<file path="src/rtl/rv_ifetch.sv">
// rv_ifetch: instruction fetch initiator with credit-limited imem requests, in-order word buffer
// and redirect flush that drops responses still in flight.
module rv_ifetch #(
  parameter logic [31:0] RESET_PC        = 32'h0000_0000,
  parameter int          FIFO_DEPTH      = 2,
  parameter int          MAX_OUTSTANDING = 2
) (
  input  logic        clk,
  input  logic        rst_n,
  output logic        imem_req_valid,
  input  logic        imem_req_ready,
  output logic [31:0] imem_req_addr,
  input  logic        imem_resp_valid,
  output logic        imem_resp_ready,
  input  logic [31:0] imem_resp_rdata,
  input  logic        redirect_valid,
  input  logic [31:0] redirect_pc,
  output logic        if_valid,
  input  logic        if_ready,
  output logic [31:0] if_pc,
  output logic [31:0] if_instr
);
  localparam int AW = FIFO_DEPTH > 1 ? $clog2(FIFO_DEPTH) : 1;
  localparam int OW = $clog2(MAX_OUTSTANDING + 1);
  localparam int CW = $clog2(FIFO_DEPTH + 1);

  logic          r_run;
  logic [31:0]   r_pc;
  logic [31:0]   r_resp_pc;
  logic [OW-1:0] r_out;
  logic [OW-1:0] r_drop;
  logic [CW-1:0] r_cnt;
  logic [AW-1:0] r_wp;
  logic [AW-1:0] r_rp;
  logic [31:0]   r_fpc  [FIFO_DEPTH];
  logic [31:0]   r_fins [FIFO_DEPTH];

  logic          w_empty;
  logic          w_req_fire;
  logic          w_resp_fire;
  logic          w_push;
  logic          w_pop;
  logic [CW:0]   w_sum;
  logic [OW-1:0] w_out_nxt;
  logic [31:0]   w_redir_pc;

  // Credits count both in-flight requests and buffered words, so every response has a slot.
  assign w_empty        = r_cnt == '0;
  assign w_sum          = {{(CW + 1 - OW){1'b0}}, r_out} + {1'b0, r_cnt};
  assign imem_req_valid = r_run & ~redirect_valid & (w_sum < (CW + 1)'(FIFO_DEPTH))
                        & (r_out < OW'(MAX_OUTSTANDING));
  assign imem_req_addr  = r_run ? r_pc : '0;
  assign imem_resp_ready = r_run;
  assign if_valid       = ~w_empty & ~redirect_valid;
  assign if_pc          = w_empty ? '0 : r_fpc[r_rp];
  assign if_instr       = w_empty ? '0 : r_fins[r_rp];

  assign w_req_fire  = imem_req_valid & imem_req_ready;
  assign w_resp_fire = imem_resp_valid & imem_resp_ready & (r_out != '0);
  assign w_push      = w_resp_fire & ~redirect_valid & (r_drop == '0);
  assign w_pop       = if_valid & if_ready;
  assign w_out_nxt   = r_out + OW'(w_req_fire) - OW'(w_resp_fire);
  assign w_redir_pc  = {redirect_pc[31:2], 2'b00};

  always_ff @(posedge clk or negedge rst_n)
    if (!rst_n) begin
      r_run     <= 1'b0;
      r_pc      <= RESET_PC;
      r_resp_pc <= RESET_PC;
      r_out     <= '0;
      r_drop    <= '0;
      r_cnt     <= '0;
      r_wp      <= '0;
      r_rp      <= '0;
    end else begin
      r_run <= 1'b1;
      r_out <= w_out_nxt;
      if (redirect_valid) begin
        r_pc      <= w_redir_pc;
        r_resp_pc <= w_redir_pc;
        r_drop    <= w_out_nxt;
        r_cnt     <= '0;
        r_wp      <= '0;
        r_rp      <= '0;
      end else begin
        if (w_req_fire) r_pc <= r_pc + 32'd4;
        if (w_resp_fire && r_drop != '0) r_drop <= r_drop - OW'(1);
        if (w_push) r_resp_pc <= r_resp_pc + 32'd4;
        if (w_push) r_wp <= (FIFO_DEPTH == 1) ? '0 : r_wp + AW'(1);
        if (w_pop) r_rp <= (FIFO_DEPTH == 1) ? '0 : r_rp + AW'(1);
        r_cnt <= r_cnt + CW'(w_push) - CW'(w_pop);
      end
    end

  always_ff @(posedge clk)
    if (w_push) begin
      r_fpc[r_wp]  <= r_resp_pc;
      r_fins[r_wp] <= imem_resp_rdata;
    end
endmodule

</file>
<file path="config.mk">
export PLATFORM = sky130hd
export DESIGN_NAME = rv_ifetch
export DESIGN_NICKNAME = d
export VERILOG_FILES = /design/src/rtl/rv_ifetch.sv
export SDC_FILE = /design/constraint.sdc
export NUM_CORES = 1
export LEC_CHECK = 0
export BUFFER_PORTS_ARGS = -buffer_cell sky130_fd_sc_hd__buf_2
export CAP_MARGIN = 15
export CORE_ASPECT_RATIO = 1.1
export CORE_MARGIN = 4
export CORE_UTILIZATION = 50
export CTS_BUF_LIST = sky130_fd_sc_hd__clkbuf_8
export DETAILED_ROUTE_END_ITERATION = 6
export PLACE_DENSITY = 0.71
export SLEW_MARGIN = 20
export SYNTH_ARGS = -nofsm -noshare
export SYNTH_HDL_FRONTEND = slang
export SYNTH_SLANG_ARGS = --single-unit
export TNS_END_PERCENT = 5
</file>
<file path="constraint.sdc">
create_clock -name clk -period 9.77 [get_ports clk]
set_input_delay 1.954 -clock clk [delete_from_list [all_inputs] [get_ports clk]]
set_output_delay 1.954 -clock clk [all_outputs]
set_load 0.01 [all_outputs]
</file>
==> metrics.md <==
| Metric | Value |
|---|---|
| Met3 wire len | about 1.3 mm |
| Crit end category | primary output |
| DR pass1 iterations | 5 |
| Via count | 6133 |
| Die area | 19780 sq um |
| Largest net degree at the start of global routing | 70 |
| Number of global-route vias before repair | 6082 |
| WHS | roughly 520 ps |
| CP Buf/Inv Count | 3 |
| Post-CTS resize count | 0 |
| Syn Area/Cell | about 12 sq um |
| Layout Nets | between 900 and 1000 |
| Number of synthesized register bits | ~190 |
| Clk root buf | clkbuf_8 |
| Initial Utilization | around half |
| CP required | 7820 ps |
| Post-synth EDFFs | 124 |
| Seq/Total Area, Yosys | between 60 and 70% |
| Dpl ws | 4928 ps |
| Ys Warns | 0 |
| Clk_lat worst skew | 460 ps |
| Status | finished clean |
| Leak Pwr | roughly 0.004 uW |
| CTS Hold Bufs | 0 |
| DRC | 0 |
| CP most frequent cell | buf_2 |
| HPWL Detailed | 12.90 mm |
| Hold Crit Class | register to register |
| Final setup viols | 0 |
| IO Port Bufs | ~160 |
| Slew Limit Fails | 0 |
| Unrepaired setup endpoints after global routing | false |
| Routed WL per cell | 16.93 um |
| Postcts setup bufs | 0 |
| Highest clock rate | 206.0 MHz |
| Global-route wire length before repair | slightly above 30 mm |
| Slowest stage cell, crit path | nor4b_1 |
| Starting DRT DRC Count | 430 |
| # H-tree levels | 4 |
| Final hold vios | 0 |
| Antenna cell count | 0 |
| CP Cell Sequence | buf_2, buf_4, nor4b_1, buf_2 |
| CTS tree | built |
| Total grt overflow | 0 |
| Peak fanout along the critical path | 57 |
| Fin worst setup slack | 4917 ps |
| Crit share post-route | between 40 and 50% |
| Placer Congestion | ~0.85 |
| Fin Setup TNS | 0 ps |
| Startpoint types | input port |
| Worst Skew | 19.99 ps |
| CP top delay family | buffers and inverters |
| Met2 wire length | around 8.7 mm |
| Routed met1 length | 8.695 mm |
| Max Cap Viol | 0 |
| Die Y | 147.1 um |
| Routed Antenna Nets | 0 |
| Unique masters post-synth | 53 |
| Initial antenna violation count | 0 |
| Worst path max stage delay | about 350 ps |
| Layout area overhead | 16.17% |
| Slew @ Worst Pin | about 890 ps |
| Arrival @ worst endpoint | 2900 ps |
| Min Tclk post-route | 4853 ps |
| Clock Pin Slew Worst Setup and Hold Paths | roughly 90 ps |
| Slew headroom | 40.01% |
| Top Layer Used | met4 |
| Routed wire length | ~19 mm |
| Post-Synthesis Cell Area | between 8000 and 9000 sq um |
| Maximum vdd drop | 81.82 uV |
| Post-Syn Instances | 726 |
| Post-layout util | roughly three fifths |
| Max Root-Sink Buffers | 2 |
| Via density | 5.432 |
| CP Class | input port to primary output |
| IO Count | about 170 |
| Ys flop type | edfxtp_1 |
| Die Span X | 134.5 um |
| CTS buffer count | 17 |
| Row count | 50 |
| Total GRT Usage | approximately a fifth |
| Core Region | between 15000 and 20000 sq um |
| Num Clock Sinks | 193 |
| Cell area power density | 177.9 nW/um^2 |
| Synth async-reset ratio | 35.75% |
| Layout cell share with drive strength beyond 1 | 24.69% |
==> path summary, 6_finish.rpt <==
kind | end | depth (start not counted) | from | slack [ps]
min in group asynchronous | r_pc[8] | 2 | rst_n | 1690
min | r_fpc[1][8] | 0 | r_resp_pc[8] | 520
max in group asynchronous | r_rp | 2 | rst_n | 7390
max | imem_req_valid | 4 | redirect_valid | 4920
min reg2reg | r_fpc[1][8] | 0 | r_resp_pc[8] | 520
max reg2reg | r_drop[1] | 12 | r_out[0] | 6320
==> through the flow <==
step	instance area [sq um]	power, uW	instances
after global placement	9833	1319	1097
after global routing	10220	1905	1129
after detailed placement	9833	1327	1097
after CTS	10220	1834	1129
final	10220	1818	1129
after floorplan	8808	1202	729
==> synthesized netlist by cell type (all sizes together) (3+ instances only) <==
| master | number | area share (%) |
|---|---|---|
| clkbuf | 26 | 1.1 |
| and2 | 35 | 2.5 |
| o31ai | 3 | 0.26 |
| nor2 | 92 | 4.0 |
| buf | 9 | 0.61 |
| nor4 | 6 | 0.60 |
| ha | 7 | 1.0 |
| nor3 | 13 | 0.80 |
| mux2 | 11 | 1.4 |
| inv | 15 | 0.64 |
| a31oi | 5 | 0.36 |
| and4 | 5 | 0.50 |
| o211ai | 14 | 1.2 |
| a31o | 4 | 0.40 |
| o311ai | 5 | 0.50 |
| or4 | 6 | 0.51 |
| xnor2 | 29 | 2.9 |
| nand4 | 17 | 1.5 |
| xor2 | 11 | 1.1 |
| and3 | 8 | 0.57 |
| o21ai | 30 | 1.7 |
| nand2 | 57 | 2.4 |
| mux2i | 65 | 7.4 |
| dfrtp | 69 | 20 |
| nor2b | 3 | 0.21 |
| edfxtp | 124 | 42 |
| a21oi | 4 | 0.23 |
| nand3 | 34 | 2.0 |
==> registers in the layout, summed over array words and instances (netlist names) <==
name	cells
imem_resp_ready	1
r_cnt	2
r_drop	2
r_fins	64
r_fpc	60
r_out	2
r_pc	30
r_resp_pc	30
r_rp	1
r_wp	1
==> worst register-to-register path: stages, from the launching register on <==
cell     delay, ps
dfrtp_1        430
and2_1         180
fa_1           430
or2_2          360
nor2_2         590
inv_2          320
ha_1           370
inv_1           40
ha_1           180
xnor2_1        170
xnor2_1        160
nand2_1         80
nand2_1         90
==> cells in the final DEF, fill, tap and decap left out, types with 6 or more instances in the layout <==
master	count
buf_2	162
mux2_2	11
xnor2_1	29
edfxtp_1	124
clkbuf_8	17
and3_1	7
inv_1	18
o211ai_1	14
ha_1	7
buf_4	7
nand3_1	33
nor2_1	89
and2_1	35
nor3_1	12
or4_1	6
nand4_1	15
dfrtp_1	68
mux2i_1	65
xor2_1	11
nand2_1	57
o21ai_0	30
==> area by class of cell <==
type	instances	area, sq um
inverter	16	60.06
tap	234	292.8
fill	1451	6922
clock inverter	15	152.6
sequential	193	5454
clock buffer	17	234.0
multi-input combinational	485	3163
timing repair buffer	169	863.3
==> where the power goes <==
group          switching [uW]  internal (uW)  total [uW]
combinational             179            129         308
sequential               66.7            933         999
clock                     264            247         511
total                     510           1310        1820
==> metal layers <==
layer  up-vias  GRT usage (%)
met5         -              0
met4         0          7.434
met3        33          3.836
met2       247          30.48
met1      2924          28.06
li1       2929              -
==> cells by family after synthesis <==
logic type               count (synthesis)  share of synthesized area, %
AND/OR/NAND/NOR                        283                         16.10
AO/OA/AOI/OAI                           73                         5.447
adder cells (fa/ha/maj)                  8                         1.223
flip-flops                             193                         61.95
multiplexers                            76                         8.804
XOR/XNOR                                40                         3.982
other                                    2                       0.08537
buffers and inverters                   51                         2.403
Note: power is estimated with default switching activity, not from simulation.
